## config.mk

```make
export PLATFORM = sky130hd
export DESIGN_NAME = sram_controller
export DESIGN_NICKNAME = d
export VERILOG_FILES = /design/src/rtl/sram_controller.sv
export SDC_FILE = /design/constraint.sdc
export NUM_CORES = 1
export LEC_CHECK = 0
export BUFFER_PORTS_ARGS = -buffer_cell sky130_fd_sc_hd__buf_4
export CAP_MARGIN = 20
export CORE_MARGIN = 2
export CORE_UTILIZATION = 55
export CTS_CLUSTER_DIAMETER = 80
export DETAILED_ROUTE_END_ITERATION = 8
export GPL_TIMING_DRIVEN = 0
export PLACE_DENSITY_LB_ADDON = 0.3
export RECOVER_POWER = 50
export SLEW_MARGIN = 40
export SYNTH_ARGS = -nofsm -noshare
export SYNTH_HDL_FRONTEND = slang
export SYNTH_SLANG_ARGS = --single-unit
```

## constraint.sdc

```tcl
create_clock -name clk -period 4.1 [get_ports clk]
set_input_delay 1.025 -clock clk [delete_from_list [all_inputs] [get_ports clk]]
set_output_delay 1.025 -clock clk [all_outputs]
set_load 0.02 [all_outputs]
```

## src/rtl/sram_controller.sv

```systemverilog
// Drives a 16-bit asynchronous SRAM for 32-bit MEM-stage loads and stores.
// Each word is accessed as two half-words followed by wait states. The macro
// SRAM_RD_HIT_EN enables a one-entry read buffer that answers repeated loads
// of the same word without touching the SRAM.
module sram_controller #(
    parameter int ACCESS_CYCLES = 6,
    parameter int BASE_ADDR     = 1024,
    parameter int SRAM_ADDR_W   = 18
) (
    input  logic                   clk,
    input  logic                   rst,
    input  logic                   rd_en,
    input  logic                   wr_en,
    input  logic [31:0]            address,
    input  logic [31:0]            write_data,
    output logic [31:0]            read_data,
    output logic                   ready,
    output logic [SRAM_ADDR_W-1:0] sram_addr,
    output logic [15:0]            sram_dq_o,
    input  logic [15:0]            sram_dq_i,
    output logic                   sram_dq_oe,
    output logic                   sram_we_n
);
    localparam int W_W = SRAM_ADDR_W - 1;
    localparam logic [3:0] WAIT_LOAD = (ACCESS_CYCLES > 4) ? 4'(ACCESS_CYCLES - 5) : 4'd0;

    typedef enum logic [2:0] {IDLE, LO, HI, WAIT, DONE} state_t;

    state_t                 state_reg, state_next;
    logic [3:0]             cnt_reg, cnt_next;
    logic [W_W-1:0]         w_reg;
    logic [W_W-1:0]         w_in;
    logic [31:0]            wdata_reg;
    logic                   write_reg;
    logic [31:0]            read_data_reg;
    logic [SRAM_ADDR_W-1:0] addr_hold_reg;
    logic [15:0]            dq_hold_reg;
    logic                   hit;
    logic                   start;

    // Word index; out-of-range addresses wrap into the SRAM silently.
    assign w_in  = W_W'((address - 32'(BASE_ADDR)) >> 2);
    assign start = (state_reg == IDLE) && (rd_en || wr_en) && !hit;
    assign ready = !(rd_en || wr_en) || (state_reg == DONE) || hit;

`ifdef SRAM_RD_HIT_EN
    logic           buf_valid_reg;
    logic [W_W-1:0] buf_w_reg;
    logic [31:0]    buf_data_reg;

    assign hit = (state_reg == IDLE) && rd_en && !wr_en && buf_valid_reg && (buf_w_reg == w_in);
    assign read_data = hit ? buf_data_reg : read_data_reg;

    always_ff @(posedge clk) begin
        if (!rst) begin
            buf_valid_reg <= 1'b0;
            buf_w_reg     <= '0;
            buf_data_reg  <= '0;
        end else if (state_reg == DONE) begin
            if (!write_reg) begin
                buf_valid_reg <= 1'b1;
                buf_w_reg     <= w_reg;
                buf_data_reg  <= read_data_reg;
            end else if (buf_valid_reg && (buf_w_reg == w_reg)) begin
                buf_data_reg  <= wdata_reg;
            end
        end
    end
`else
    assign hit       = 1'b0;
    assign read_data = read_data_reg;
`endif

    always_comb begin
        state_next = state_reg;
        cnt_next   = cnt_reg;
        sram_addr  = addr_hold_reg;
        sram_dq_o  = dq_hold_reg;
        sram_dq_oe = 1'b0;
        sram_we_n  = 1'b1;
        case (state_reg)
            IDLE: if (start) state_next = LO;
            LO: begin
                sram_addr  = {w_reg, 1'b0};
                sram_dq_o  = wdata_reg[15:0];
                sram_dq_oe = write_reg;
                sram_we_n  = !write_reg;
                state_next = HI;
            end
            HI: begin
                sram_addr  = {w_reg, 1'b1};
                sram_dq_o  = wdata_reg[31:16];
                sram_dq_oe = write_reg;
                sram_we_n  = !write_reg;
                if (ACCESS_CYCLES > 4) begin
                    state_next = WAIT;
                    cnt_next   = WAIT_LOAD;
                end else begin
                    state_next = DONE;
                end
            end
            WAIT: begin
                if (cnt_reg == 4'd0) state_next = DONE;
                else                 cnt_next   = cnt_reg - 4'd1;
            end
            DONE:    state_next = IDLE;
            default: state_next = IDLE;
        endcase
    end

    always_ff @(posedge clk) begin
        if (!rst) begin
            state_reg     <= IDLE;
            cnt_reg       <= '0;
            w_reg         <= '0;
            wdata_reg     <= '0;
            write_reg     <= 1'b0;
            read_data_reg <= '0;
            addr_hold_reg <= '0;
            dq_hold_reg   <= '0;
        end else begin
            state_reg     <= state_next;
            cnt_reg       <= cnt_next;
            addr_hold_reg <= sram_addr;
            dq_hold_reg   <= sram_dq_o;
            if (start) begin
                w_reg     <= w_in;
                wdata_reg <= write_data;
                write_reg <= wr_en;
            end
            // The SRAM is asynchronous, so its data is sampled in the same cycle.
            if (state_reg == LO && !write_reg) read_data_reg[15:0]  <= sram_dq_i;
            if (state_reg == HI && !write_reg) read_data_reg[31:16] <= sram_dq_i;
`ifdef SRAM_RD_HIT_EN
            if (hit) read_data_reg <= buf_data_reg;
`endif
        end
    end
endmodule

```

; Word-level counts from Yosys, hierarchy flattened
; Index checks and enable logic that the tools add are counted.
; Widths: inputs -> output; s select.
[word_totals]
word_cells = 40
n_memories = 0
mem_bits_ro = 0
out_inout_bits = 69
reg_bits = 123
input_bits = 84
latchBits = 0
ram_bits = 0
[op_classes]
div_mod_pow = 0
n_eq_ne = 7
muxes = 9
bitwise = 0
order_cmp = 0
shift = 0
n_reduce_logical = 13
n_mul = 0
n_addsub = 2
[ops]
columns = op, count
row1 = $pmux 18 s2, 1
row2 = $pmux 16 s2, 1
row3 = $sub 19x11->19 const B, 1
row4 = $pmux 3 s4, 1
row5 = $pmux 4 s2, 1
row6 = $eq 3x2->1 const B, 2
row7 = $mux 3, 2
row8 = $ne 2x2->1 const B, 3
row9 = $logic_not 4->1, 1
row10 = $mux 4, 1
row11 = $reduce_and 2->1, 2
row12 = $sub 4x1->4 const B, 1
row13 = $eq 3x1->1 const B, 1
row14 = $eq 3x3->1 const B, 1
row15 = $logic_and 1x1->1, 3
row16 = $logic_not 3->1, 1
row17 = $logic_not 1->1, 2
row18 = $logic_or 1x1->1, 2
row19 = $mux 1, 2
row20 = $reduce_bool 2->1, 1
row21 = $reduce_or 2->1, 1

; Logic depth before layout (Yosys ltp)
[depth]
word_depth = 4
ltp_mapped = 5
depth_no_buf = 5

; Worst setup path before layout
; Ideal clock, no wire load.
[synth_path]
path_kind = input -> output
start = input wr_en
end = output ready
required_ns = 3.075
stages = 4
path_buffers = 2
arrival_ns = 1.816
path_slack_ns = 1.259
path_cell_list = or2_2 -> buf_1 -> clkbuf_1 -> o31ai_1
[synth_via]
elab_chain_cells = 3
[synth_rtl]
columns = item, line_no
row1 = from (decl), 13  ; input logic wr_en,
row2 = $logic_or 1x1->1, 44  ; assign ready = !(rd_en || wr_en) || (state_reg == DONE) || hit;
row3 = $logic_not 1->1, 44
row4 = $logic_or 1x1->1, 44
row5 = to (decl), 17  ; output logic ready,
; No other way between the ends.

; Worst setup path in the final report
[layout_path]
start = register state_reg[1]
end = output sram_addr[14]
[layout_via]
elab_chain_cells = 2
word_cells_on_any_way = 3
classes_between = 2 x eq/ne / 1 x mux
[layout_rtl]
columns = item, line_no
row1 = from (decl), 29  ; state_t state_reg, state_next;
row2 = from (signal assigned), 122  ; state_reg <= state_next;
row3 = $eq 3x2->1 / $eq 3x1->1 (equally long branches), 81  ; case (state_reg)
row4 = $pmux 18 s2 *, 81
row5 = to (decl), 18  ; output logic [SRAM_ADDR_W-1:0] sram_addr,
; Mark *: on every way between the ends. The rest lies on a longest branch, timed or not.

==> results.cfg <==
[status]
status = completed

[logic_synthesis]
synth_ff_type = dfxtp_1
syn_inst = 603
yosysWarnings = 0
synthArstFlopShare_pct = 0
synth_cell_types = 45
synth-seq-cells = 123
synth.cell_area_mm2 = 0.00514
post_synth.cell_area_avg_um2 = 8.53
ys_seq_area_share_pct = 47.9
synth_nets = 690
synth_edf_count = 0

[timing]
clock_skew_ns = 0.00803
fin_crit_sh_pct = 85.7
tns_ns = 0
setup_viol = 0
hold_violations = 0
maxSlewViolCount = 0
holdWs_ns = 0.454
relSlewSlack_pct = 56.7
layout_min_cycle_time_ns = 3.51
tightest_slew_ns = 0.648
fmax_mhz = 285
rsz0062_at_grt = no

[die]
dieArea_mm2 = 0.0101
start_util_pct = 56.2
pin_count = 153
fp.dieH_um = 101
num_rows = 35
core_area_mm2 = 0.00915
die_w_um = 101

[clocking]
cts_hold_buf = 0
cts_tree = built
clkTransAtPathRegs_ns = 0.06
cts_buffer_depth = 2
cts.sinks = 123
cts_max_level = 4
cts-buffers-inserted = 17
insertion_delay_ns = 0.52
post-cts-setup-buffers = 0
post_cts_resized = 0
clock-root-buffer = clkbuf_8

[global_routing]
grt_pass1_wl_um = 24600
antenna_found_initial = 0
grt_overflow = 0
grt_pass1_vias = 5135
grt_max_degree = 17
track_usage_pct = 31.0

[layout]
finalInstanceArea_mm2 = 0.00691
drive_above_1_share_pct = 25.6
final_cell_mix = buf_4 (137), dfxtp_1 (123), a21oi_1 (102)
syn2layout_area_growth_pct = 34.3
final_common_cell = buf_4
fin_cells = 882
antenna_cells = 0
fin_nets = 846
fin_util_pct = 75.5

[worst_setup_path]
path_max_fanout = 10
arrival_ns = 2.49
cp-start-kind = register
cp.required_ns = 3.07
critical_path_class = reg2out
cp-end-kind = primary output

[flow_run]
cap_viol_max_count = 0

[route]
dr.pass1.iters = 6
drc_errors = 0
wl_um = 15400
first_iter_violations = 399
postRouteAntennaNets = 0
routed_via_density = 6.07
wire_per_inst_um = 17.5
route.vias.total = 5352

[worst_hold_path]
hold_class = reg2reg

[placed_design]
dp_hpwl_um = 10700
dpl_cell_area_mm2 = 0.00631
gp_congestion = 0.905
port-buffer-count = 137
dp.cells = 851

[pwr]
p_leak_uw = 0.00286
power_density_mw_per_mm2 = 583
irDropWorstVdd_mv = 0.282
[report_power, final]
group          internal [µW]  switching [µW]  leakage [µW]  total, µW
clock network           1010             565      0.000294       1570
registers               1330            81.7       0.00101       1420
logic                    430             610       0.00156       1040
total                   2770            1260       0.00286       4030
[logic make-up after synthesis]
group                    count (synthesis)  synth area share [%]
flip-flops                             123                  47.9
AND/OR/NAND/NOR                        174                  16.9
adder cells (fa/ha/maj)                  3                 0.730
AO/OA/AOI/OAI                          232                  28.2
buffers and inverters                   67                  5.26
XOR/XNOR                                 4                 0.974
[critical path, stage by stage, from the launching register on]
cell and delay, ns:
dfxtp_1 0.49, buf_4 0.27, xor2_2 0.43, buf_2 0.34
nand3_1 0.15, nand2_1 0.14, buf_4 0.15
[metrics by stage]
stage	setup slack, ns	power, µW
6_report	0.587	4030
3_5_place_dp	0.898	2450
5_1_grt	0.492	4170
3_3_place_gp	0.911	2420
2_1_floorplan	1.26	2060
4_1_cts	0.625	4010
[final timing paths]
kind / start / to / slack [ns] / depth (start not counted)
max: state_reg[1] / sram_addr[14] / 0.59 / 6
min: read_data[8] / read_data[8] / 0.45 / 2
max reg2reg: state_reg[1] / addr_hold_reg[2] / 2.11 / 5
min reg2reg: read_data[8] / read_data[8] / 0.45 / 2
[synth_stat cells, types with 2 or more instances]
| master | number | area share [%] |
|---|---|---|
| o21a_1 | 3 | 0.44 |
| dfxtp_1 | 123 | 48 |
| o211ai_1 | 2 | 0.29 |
| o221a_2 | 12 | 2.6 |
| o221a_1 | 5 | 1.1 |
| nor4b_4 | 2 | 0.92 |
| nor3b_1 | 2 | 0.29 |
| buf_4 | 2 | 0.29 |
| or3b_1 | 2 | 0.34 |
| nand3_1 | 57 | 5.5 |
| o21ai_1 | 9 | 0.88 |
| buf_2 | 8 | 0.78 |
| or4b_1 | 2 | 0.39 |
| a211oi_1 | 4 | 0.58 |
| a311oi_1 | 4 | 0.68 |
| clkbuf_1 | 46 | 3.4 |
| nor3_1 | 4 | 0.39 |
| nand2b_1 | 3 | 0.37 |
| ha_1 | 3 | 0.73 |
| o22a_1 | 32 | 5.5 |
| o21ai_0 | 52 | 5.1 |
| inv_1 | 9 | 0.66 |
| o31ai_1 | 3 | 0.44 |
| nor2_1 | 3 | 0.22 |
| xnor2_1 | 2 | 0.34 |
| or3_1 | 3 | 0.37 |
| nor2_2 | 2 | 0.24 |
| a21oi_1 | 102 | 9.9 |
| or4_1 | 4 | 0.58 |
| nand2_1 | 83 | 6.1 |
[per-layer routing]
layer  wire, µm  global-route usage (%)  vias to the layer above
met2       7680                    52.2                      289
met3       1250                    7.77                       39
met4        382                    13.5                        0
met5          0                       0                        -
met1       6110                    37.5                     2520
li1           -                       -                     2504
[area by class of cell]
class	instances	area (µm²)
plain buffers	58	235
clock buffers	18	428
clock inverters	13	191
fillers	644	2250
inverters	9	33.8
multi-input cells	413	2400
flip-flops and latches	123	2460
well taps	111	139
repair buffers	137	1020
Power figures use the tool's default switching activity.
